**src/rtl/freq_meter.sv**
```systemverilog
`timescale 1ns/1ps
`default_nettype none
// +--------------------------------------------------------------------------+
// | Module      : freq_meter                                                 |
// | Description : Gated-window frequency meter. Synchronises sig_in, counts  |
// |               its rising edges over GATE_CYCLES clocks and publishes the |
// |               saturated count with a one-cycle valid strobe.             |
// |               Optional macro FREQ_METER_PERIOD_EN adds edge-to-edge      |
// |               period measurement (period_cnt / period_valid).            |
// | Revision    : 1.0 - initial release                                      |
// +--------------------------------------------------------------------------+
module freq_meter #(
  parameter int GATE_CYCLES = 50_000_000,
  parameter int CNT_W       = 32
) (
  input  logic             clk_50m,
  input  logic             rst_n,
  input  logic             enable,
  input  logic             sig_in,
  output logic [CNT_W-1:0] freq_cnt,
  output logic             freq_valid,
  output logic             freq_ovf,
  output logic             busy,
  output logic [CNT_W-1:0] period_cnt,
  output logic             period_valid
);

  localparam int               GCW       = $clog2(GATE_CYCLES);
  localparam logic [GCW-1:0]   GATE_LAST = GCW'(GATE_CYCLES - 1);
  localparam logic [CNT_W-1:0] CNT_MAX   = '1;

  localparam logic [1:0] ST_IDLE = 2'd0;
  localparam logic [1:0] ST_ARM  = 2'd1;
  localparam logic [1:0] ST_GATE = 2'd2;

  logic [1:0]       state;
  logic [1:0]       state_nx;
  logic [1:0]       arm_cnt;
  logic [GCW-1:0]   gate_cnt;
  logic [CNT_W-1:0] edge_cnt;
  logic             ovf;
  logic             sync1, sync2, sync3;
  logic             edge_p;
  logic             gate_last;
  logic             cnt_full;
  logic [CNT_W-1:0] cnt_next;
  logic             ovf_next;

  // Two-flop synchroniser plus a history flop for rising-edge detection
  always_ff @(posedge clk_50m or negedge rst_n) begin
    if (!rst_n) begin
      sync1 <= 1'b0;
      sync2 <= 1'b0;
      sync3 <= 1'b0;
    end else begin
      sync1 <= sig_in;
      sync2 <= sync1;
      sync3 <= sync2;
    end
  end

  assign edge_p    = sync2 & ~sync3;
  assign gate_last = (state == ST_GATE) && (gate_cnt == GATE_LAST);
  assign cnt_full  = (edge_cnt == CNT_MAX);
  // Count including this cycle's edge, held at all-ones once full
  assign cnt_next  = (edge_p && !cnt_full) ? edge_cnt + CNT_W'(1) : edge_cnt;
  assign ovf_next  = ovf | (edge_p & cnt_full);

  // Next-state decode; a dropped enable aborts ARM or a non-final GATE cycle
  always_comb begin
    state_nx = state;
    case (state)
      ST_IDLE: if (enable) state_nx = ST_ARM;
      ST_ARM: begin
        if (!enable)              state_nx = ST_IDLE;
        else if (arm_cnt == 2'd2) state_nx = ST_GATE;
      end
      ST_GATE: begin
        if (gate_last)    state_nx = enable ? ST_GATE : ST_IDLE;
        else if (!enable) state_nx = ST_IDLE;
      end
      default: state_nx = ST_IDLE;
    endcase
  end

  // State, window counters and published results
  always_ff @(posedge clk_50m or negedge rst_n) begin
    if (!rst_n) begin
      state      <= ST_IDLE;
      busy       <= 1'b0;
      arm_cnt    <= 2'd0;
      gate_cnt   <= '0;
      edge_cnt   <= '0;
      ovf        <= 1'b0;
      freq_cnt   <= '0;
      freq_ovf   <= 1'b0;
      freq_valid <= 1'b0;
    end else begin
      state      <= state_nx;
      busy       <= (state_nx != ST_IDLE);
      freq_valid <= 1'b0;
      case (state)
        ST_ARM: begin
          // Edges seen while the synchroniser fills are ignored
          arm_cnt  <= arm_cnt + 2'd1;
          gate_cnt <= '0;
          edge_cnt <= '0;
          ovf      <= 1'b0;
        end
        ST_GATE: begin
          if (gate_last) begin
            freq_cnt   <= cnt_next;
            freq_ovf   <= ovf_next;
            freq_valid <= 1'b1;
            // Back-to-back windows restart here with no dead cycle
            gate_cnt   <= '0;
            edge_cnt   <= '0;
            ovf        <= 1'b0;
          end else begin
            gate_cnt <= gate_cnt + GCW'(1);
            edge_cnt <= cnt_next;
            ovf      <= ovf_next;
          end
        end
        default: begin
          arm_cnt  <= 2'd0;
          gate_cnt <= '0;
          edge_cnt <= '0;
          ovf      <= 1'b0;
        end
      endcase
    end
  end

`ifdef FREQ_METER_PERIOD_EN
  logic [CNT_W-1:0] per_cnt;
  logic             per_armed;

  // Edge-to-edge period; the first edge after ARM only restarts the count
  always_ff @(posedge clk_50m or negedge rst_n) begin
    if (!rst_n) begin
      per_cnt      <= '0;
      per_armed    <= 1'b0;
      period_cnt   <= '0;
      period_valid <= 1'b0;
    end else begin
      period_valid <= 1'b0;
      if (state == ST_GATE && edge_p) begin
        per_cnt   <= CNT_W'(1);
        per_armed <= 1'b1;
        if (per_armed) begin
          period_cnt   <= per_cnt;
          period_valid <= 1'b1;
        end
      end else begin
        if (per_cnt != CNT_MAX) per_cnt <= per_cnt + CNT_W'(1);
        if (state != ST_GATE)   per_armed <= 1'b0;
      end
    end
  end
`else
  assign period_cnt   = '0;
  assign period_valid = 1'b0;
`endif

endmodule
`default_nettype wire
```
**config.mk**
```make
export PLATFORM = sky130hd
export DESIGN_NAME = freq_meter
export DESIGN_NICKNAME = d
export VERILOG_FILES = /design/src/rtl/freq_meter.sv
export SDC_FILE = /design/constraint.sdc
export NUM_CORES = 1
export LEC_CHECK = 0
export ABC_AREA = 1
export CORE_ASPECT_RATIO = 1.5
export CORE_UTILIZATION = 30
export CTS_CLUSTER_DIAMETER = 80
export DETAILED_ROUTE_END_ITERATION = 10
export HOLD_SLACK_MARGIN = 0.08
export PLACE_DENSITY = 0.57
export SLEW_MARGIN = 20
export SYNTH_ARGS = -nofsm -noshare
export SYNTH_HDL_FRONTEND = slang
export SYNTH_SLANG_ARGS = --single-unit
```
**constraint.sdc**
```tcl
create_clock -name clk_50m -period 1.65 [get_ports clk_50m]
set_input_delay 0.33 -clock clk_50m [delete_from_list [all_inputs] [get_ports clk_50m]]
set_output_delay 0.33 -clock clk_50m [all_outputs]
set_load 0.02 [all_outputs]
```
=== Word-level counts from Yosys, hierarchy flattened ===
Cells that the tools add are included.

* Register bits: 101
* Bits of input ports: 4
* Output and inout bits: 68
* Logic and storage cells: 47

* Add/sub/neg operators: 3
* Eq/ne operators: 5
* Muxes and demuxes: 17
* Bitwise logic cells: 4
* Reduce and logical (&&, ||, !) cells: 6

{| class="wikitable"
|+ Operators by type and width
! kind !! number
|-
| 2-to-1 mux 32 bit || 3
|-
| 2-to-1 mux 26 bit || 2
|-
| adder 32 x 1 -> 32 bit, second input constant || 1
|-
| equality test 32 bit, second input constant || 1
|-
| adder 26 x 1 -> 26 bit, second input constant || 1
|-
| equality test 26 bit, second input constant || 1
|-
| 2-to-1 mux 2 bit || 6
|-
| one-hot mux 2 bit (3 select lines) || 1
|-
| equality test 2 bit, second input constant || 2
|-
| 2-to-1 mux 1 bit || 4
|-
| one-hot mux 2 bit (2 select lines) || 1
|-
| adder 2 x 1 -> 2 bit, second input constant || 1
|-
| AND 1 bit || 2
|-
| equality test 2 x 1 -> 1 bit, second input constant || 1
|-
| logical AND 1 bit || 2
|-
| zero test 2 bit || 1
|-
| AND reduction 2 bit || 1
|-
| nonzero test 2 bit || 1
|-
| zero test 1 bit || 1
|-
| NOT 1 bit || 1
|-
| OR 1 bit || 1
|}

=== Logic depth before layout (Yosys ltp) ===
Gate-level depths: netlist of the first run.

* Word-level depth: 6
* Depth in mapped cells: 12
* Depth with buffers taken out: 11

=== Least setup slack after synthesis of the first run ===
No wires, ideal clock.

* Kind: register -> register
* Start: register edge_cnt[0]
* End: register edge_cnt[2]
* Library setup time: 69 ps
* Data arrival time: 1656 ps
* Data required time: 1581 ps
* Path slack: -74 ps
* Cell stages (with the launch flop): 13
* Cells stage by stage: dfrtp_1 > ha_1 > nand2_2 > nor2_4 > nand2_4 > nor2_8 > nand2_4 > nand2_8 > inv_4 > buf_6 > nand2_1 > nand2_1 > nor2_2

* Cells in the longest elaborated chain, start to end: 6
* Elaborated cells between the ends (all ways): 7
* Those cells by class: add/sub: 1; eq/ne: 1; mux: 3; reduce/logical: 2

{| class="wikitable"
|+ Ends and longest elaborated chain
! what !! line !! source
|-
| from (decl) || 40 || <nowiki>logic [CNT_W-1:0] edge_cnt;</nowiki>
|-
| from (signal assigned) || 121 || <nowiki>edge_cnt <= cnt_next;</nowiki>
|-
| branches (longest 3 deep; another with adder 32 x 1 -> 32 bit) || -- ||
|-
| 2-to-1 mux 32 bit * || 66 || <nowiki>assign cnt_next = (edge_p && !cnt_full) ? edge_cnt + CNT_W'(1) : edge_cnt;</nowiki>
|-
| 2-to-1 mux 32 bit * || 111 || <nowiki>if (gate_last) begin</nowiki>
|-
| 2-to-1 mux 32 bit * || 102 || <nowiki>case (state)</nowiki>
|}

Mark *: on every way between the ends.
A chain may end at the register's enable or synchronous reset.

=== Worst setup path in the final report of the first run ===
* Start: register edge_cnt[1]
* End: register freq_cnt[8]

* Cells in the longest elaborated chain, start to end: 4
* Elaborated cells between the ends (all ways): 5
* Those cells by class: add/sub: 1; eq/ne: 1; mux: 1; reduce/logical: 2

{| class="wikitable"
|+ Ends and longest elaborated chain
! what !! line !! source
|-
| branches (longest 3 deep; another with adder 32 x 1 -> 32 bit) || -- ||
|-
| 2-to-1 mux 32 bit * || 66 ||
|-
| to (signal assigned) || 112 || <nowiki>freq_cnt <= cnt_next;</nowiki>
|-
| to (decl) || 20 || <nowiki>output logic [CNT_W-1:0] freq_cnt,</nowiki>
|}

Marks and branches as above.

==> metrics.csv, run 1 <==
metric,value,unit
status,finished with violations,
violated checks,negative setup slack,
main area contributors after synthesis,"dfrtp_1 43%, nand2_1 19%, nor2_1 7.8%",
final weighted congestion in routability-driven placement,0.883,
max cap viols,0,
power after layout,5600,µW
CP startpoint kind,flop,
HP Class,input pin to async pin,
Synth-to-Final Area Change,43.4,%
layout cell share with drive strength beyond 1,28.7,%
Antenna Cells,0,
later-pin clock latency in the skew report,360,ps
IO buf count,38,
Critical Path RT,1900,ps
vias in the first global route,5587,
clock sink count,101,
reg2reg start,edge_cnt[1]$_DFF_PN0_,
"CTS clk-pin slew, worst paths",70,ps
Post-route DRC,0,
pin count of the biggest net entering global routing,47,
Die X,116,µm
most common cell in the synthesized netlist,nand2_1,
synth warn,0,
WL met2,9660,µm
Max Fclk,595,MHz
H-tree depth,3,
final period utilization,102,%
post-DP HPWL,12000,µm
"Setup violations, final",28,
RSZ-0062 raised after global routing,yes,
DRT Wirelength,17600,µm
clk root buf,clkbuf_16,
Placement Rows,62,
sequential cell area,2530,µm²
Initial Util,30.6,%
max-slew violations,0,
M1 WL,6600,µm
Initial DRT Pass Iterations,4,
initial antenna violation count,0,
Initial DRC Count,217,
synthesis-stage register bit count,101,
most frequent cells after synthesis,"299 x nand2_1, 122 x nor2_1, 101 x dfrtp_1, 73 x inv_1, 68 x nand3_1",
CP Max Fanout,7,
Max Used Layer,met4,
setup TNS,-416,ps
CTS buffer count,9,
Post-synth EDFFs,0,
Util after Layout,43.8,%
mean post-synth cell area,7.09,µm²
Max clock buf depth,2,
wire length on met3,584,µm
Clock Skews,9.84,ps
PwrDens,667,nW/µm²
GR Overflow Total,0,
sequential cell area fraction in the yosys report,43.2,%
vias per cell,4.55,
Post-Syn Area,5850,µm²
Placeable Area,19200,µm²
CP Data Arrival Time,1930,ps
num ports,72,
static leakage power,0.00414,µW
CP startpoint,edge_cnt[1]$_DFF_PN0_,
type of the worst setup path,flop to flop,
CTS tree,done,
"antenna viol nets, final",0,
Die Ht,173,µm
Multi-input gate area,3360,µm²
fillers,1982,
Synth top area share,43.2,%
Cell variety after synth,33,
via count,5689,
share of flip-flops with an asynchronous set or reset,100,%
global-route usage over all layers,17.7,%
post-route setup slack,-30.6,ps
Peak VDD IR,0.000408,V
Die Footprint,20100,µm²
post-synthesis cell count,826,
first-pass GRT wire length,27000,µm
"area leader, netlist",dfrtp_1,
nets,997,
post-layout min period,1680,ps
final hold vios,0,
ys flop type,dfrtp_1,
CP endpoint kind,flop,
wire per inst,14.1,µm
## kinds of logic (layout without fill, tap and decap cells)
logic type               Yosys count  after routing  share of synthesized area (%)
other                              1             33                         0.0641
AND/OR/NAND/NOR                  560            564                           40.8
XOR/XNOR                          19             19                           2.84
buffers and inverters            124            256                           10.7
AO/OA/AOI/OAI                     18             18                           1.71
flip-flops                       101            101                           43.2
adder cells (fa/ha/maj)            3              3                          0.641
## worst paths after layout
path | slack [ps] | endpoint | cells after the start
worst min register to register | 370 | sync2$_DFF_PN0_ | 0
worst max-delay path | -30 | freq_cnt[8]$_DFFE_PN0P_ | 11
max in group asynchronous | 760 | gate_cnt[21]$_DFF_PN0_ | 3
worst max register to register | -30 | freq_cnt[8]$_DFFE_PN0P_ | 11
worst min-delay path | 360 | freq_cnt[24]$_DFFE_PN0P_ | 2
min in group clk_50m | 370 | sync2$_DFF_PN0_ | 0
## placed cells by master, fill, tap and decap left out, types with 3 or more instances in the layout
| master | Yosys | final |
|---|---|---|
| buf_6 | 2 | 7 |
| nand2_2 | 21 | 43 |
| nor2_4 | 2 | 18 |
| nand3_1 | 68 | 56 |
| buf_4 | 37 | 105 |
| clkdlybuf4s50_1 | 0 | 4 |
| inv_2 | 1 | 5 |
| inv_1 | 73 | 69 |
| a21oi_1 | 7 | 4 |
| a21oi_2 | 0 | 3 |
| xnor2_1 | 5 | 5 |
| nand2_8 | 1 | 5 |
| nor3_1 | 21 | 16 |
| o21ai_0 | 7 | 6 |
| dlymetal6s2s_1 | 0 | 13 |
| conb_1 | 1 | 33 |
| dfrtp_1 | 101 | 101 |
| dlygate4sd2_1 | 0 | 20 |
| nand2_1 | 299 | 264 |
| buf_12 | 0 | 8 |
| nor2_2 | 13 | 28 |
| xor2_1 | 14 | 12 |
| nor3_2 | 1 | 5 |
| nand3_2 | 0 | 10 |
| nand4_1 | 7 | 7 |
| nor2_1 | 122 | 91 |
| clkbuf_16 | 0 | 11 |
| nand2_4 | 2 | 15 |
## critical path, cell delays in order (launching register included)
cell     delay (ps)
dfrtp_1         350
ha_2            190
nand2_2          70
nor2_4          150
nand2_4          90
nor2_8          130
nand2_8         100
buf_12          150
nand2_8         100
nand2_1          80
nand3_1         100
nand2_1          50
## routing by layer
| layer | global-route usage, % | up-vias |
|---|---|---|
| met5 | 0 | - |
| met2 | 32.8 | 145 |
| li1 | - | 2822 |
| met3 | 2.49 | 46 |
| met1 | 18.7 | 2676 |
| met4 | 9.35 | 0 |
## power by group
group	total [µW]	internal [µW]	switching [µW]
Sequential	2560	2520	37.8
Combinational	677	243	435
Clock	2360	1370	995
## metrics by stage
stage | hold WS (ps) | cell area, µm² | setup WS (ps) | std cells
final | 364 | 8390 | -30.6 | 1250
after detailed placement | 206 | 7150 | -153 | 1207
after floorplan | 34.4 | 6000 | -47.6 | 858
after CTS | 364 | 7790 | -10.2 | 1237
after global routing | 370 | 8390 | -176 | 1250
after global placement | 199 | 7150 | -108 | 1207
## layout make-up
type / instances / area share [%]
multi-input cells: 637 / 40.1
flip-flops and latches: 101 / 30.1
well taps: 256 / 3.82
clock buffers: 10 / 2.85
repair buffers: 162 / 18.0
inverters: 76 / 3.65
clock inverters: 5 / 0.999
repair inverters: 3 / 0.477
## state kept, by name, summed over array words and instances, names as in the netlist, 2 cells and up
name / flops
edge_cnt: 32
freq_cnt: 32
gate_cnt: 26
arm_cnt: 2
state: 2
## what timing repair did
| action | 4_1_cts | 5_1_grt |
|---|---|---|
| hold endpoints to repair | 12 | 0 |
| gates cloned | 5 | 5 |
| pin swaps | 14 | 32 |
| gates resized for setup | 59 | 133 |
| hold buffers | 1 | 0 |
| setup endpoints to repair | 92 | 95 |
| setup buffers | 9 | 8 |
No activity file was read; power rests on OpenSTA's default activity.
==> run 2: changes to the inputs <==
Settings changed: CAP_MARGIN set to 10, CORE_UTILIZATION 30 to 45, PLACE_DENSITY 0.57 to 0.76.
==> metrics.csv, run 2 (synthesis gave the netlist of run 1 again) <==
metric,value,unit
status,finished with violations,
violated checks,negative setup slack,
CP Max Fanout,9,
Antenna Cells,0,
Initial DRT Pass Iterations,5,
Initial Util,46.6,%
global-route usage over all layers,23.9,%
power after layout,5170,µW
CP Data Arrival Time,1990,ps
clock sink count,101,
later-pin clock latency in the skew report,360,ps
Switch Pwr,1340,µW
Critical Path RT,1890,ps
post-DP HPWL,11400,µm
most frequent cells in the layout,"283 x nand2_1, 107 x nor2_1, 101 x dfrtp_1",
CP endpoint kind,flop,
RSZ-0062 raised after global routing,yes,
max cap viols,0,
Hold Crit Endpoint,sync2$_DFF_PN0_,
vias in the first global route,5281,
R2R cell count,10,
reg2reg start,edge_cnt[24]$_DFF_PN0_,
GR Overflow Total,0,
static leakage power,0.00406,µW
Die X,95.1,µm
first-pass GRT wire length,24400,µm
Rel. slew slack,64.5,%
sequential cell area,2530,µm²
Post-route DRC,0,
"Setup violations, final",71,
Die Footprint,13500,µm²
post-layout min period,1750,ps
PwrDens,660,nW/µm²
Peak VDD IR,0.000455,V
switching share of power,26.0,%
type of the worst setup path,flop to flop,
wire per inst,14.2,µm
"CTS clk-pin slew, worst paths",70,ps
Slew @ Worst Pin,533,ps
clk root buf,clkbuf_16,
IO buf count,38,
Initial DRC Count,303,
hold wc startpoint,sync1$_DFF_PN0_,
setup TNS,-3280,ps
flop-to-flop setup slack,-100,ps
Internal,3830,µW
Finished Layout Cells,1136,
Util after Layout,62.3,%
Placeable Area,12600,µm²
Clock Skews,10.5,ps
sequential share of power,49.6,%
hold depth,0,
CTS buffer count,9,
Die Ht,142,µm
Max clock buf depth,2,
Synth-to-Final Area Change,33.9,%
Placement Rows,50,
num ports,72,
max-slew violations,0,
top flop regs,"edge_cnt x32, freq_cnt x32, gate_cnt x26",
fillers,1070,
H-tree depth,3,
DP Cell Count,1099,
Max Fclk,572,MHz
layout cell share with drive strength beyond 1,24.0,%
final period utilization,106,%
clock network fraction of total power,39.5,%
initial antenna violation count,0,
vias per cell,4.93,
pin count of the biggest net entering global routing,42,
HP Class,flop to flop,
nets,982,
final hold vios,0,
Worst R2R End,freq_cnt[20]$_DFFE_PN0P_,
"most common cell after layout, fill and taps aside",nand2_1,
Multi-input gate area,3080,µm²
via count,5600,
CP startpoint kind,flop,
DRT Wirelength,16100,µm
final weighted congestion in routability-driven placement,0.964,
post-route setup slack,-98.0,ps
share of total power in combinational logic,10.9,%
worst hold margin,348,ps
"antenna viol nets, final",0,
CTS tree,done,
run 2: metal layers:
layer  global-route usage (%)  vias to the layer above  part of all wire (%)
met4                     15.1                        0                   5.7
li1                         -                     2789                     -
met5                        0                        -                     0
met3                     3.80                       61                   3.6
met1                     24.8                     2587                    36
met2                     43.3                      163                    54
run 2: power groups by stage:
stage | Combinational (µW) | Clock (µW) | Sequential, µW
3_5_place_dp | 464 | 0 | 2610
4_1_cts | 473 | 2060 | 2560
6_report | 565 | 2040 | 2560
5_1_grt | 621 | 2170 | 2570
3_3_place_gp | 449 | 0 | 2610
2_1_floorplan | 348 | 0 | 2610
run 2: repair_timing:
item / CTS / global route
setup buffers: 4 / 9
hold buffers: 1 / 0
gates resized for setup: 26 / 83
setup endpoints to repair: 80 / 100
pin swaps: 3 / 17
cloned: 1 / 6
hold endpoints to repair: 22 / 0
run 2: critical path: stages (launching register included):
cell       delay, ps
dfrtp_1          430
nand2_1          120
nor2_1           160
nand2_1          110
nor2_1           200
nand2_4          110
nand2_8          150
clkbuf_16        180
nand2_2           50
nand3_1           70
nand2_1           50
run 2: how the worst max path moves through the flow:
stage | slack, ps | end | start | cells after the start
finish | -100 | freq_cnt[20]$_DFFE_PN0P_ | edge_cnt[24]$_DFF_PN0_ | 10
global route | -190 | freq_cnt[19]$_DFFE_PN0P_ | edge_cnt[24]$_DFF_PN0_ | 10
CTS | -50 | freq_cnt[7]$_DFFE_PN0P_ | edge_cnt[0]$_DFF_PN0_ | 11
detailed placement | -140 | freq_cnt[28]$_DFFE_PN0P_ | edge_cnt[0]$_DFF_PN0_ | 11
global placement | -80 | freq_cnt[28]$_DFFE_PN0P_ | edge_cnt[0]$_DFF_PN0_ | 11
floorplan | -50 | freq_cnt[0]$_DFFE_PN0P_ | edge_cnt[0]$_DFF_PN0_ | 12
run 2: cell type report:
class	instances	area share, %
Inverter	76	3.86
Clock inverter	3	0.255
Sequential cell	101	32.2
Multi-Input combinational cell	634	39.3
Tap cell	156	2.49
Timing Repair Buffer	153	18.5
Clock buffer	13	3.32
run 2: stage by stage:
| step | worst slack, ps | instance area, µm² |
|---|---|---|
| after global placement | -81.5 | 7010 |
| after CTS | -51.1 | 7370 |
| final | -98.0 | 7840 |
| after detailed placement | -143 | 7010 |
| after global routing | -187 | 7840 |
| after floorplan | -47.6 | 6000 |
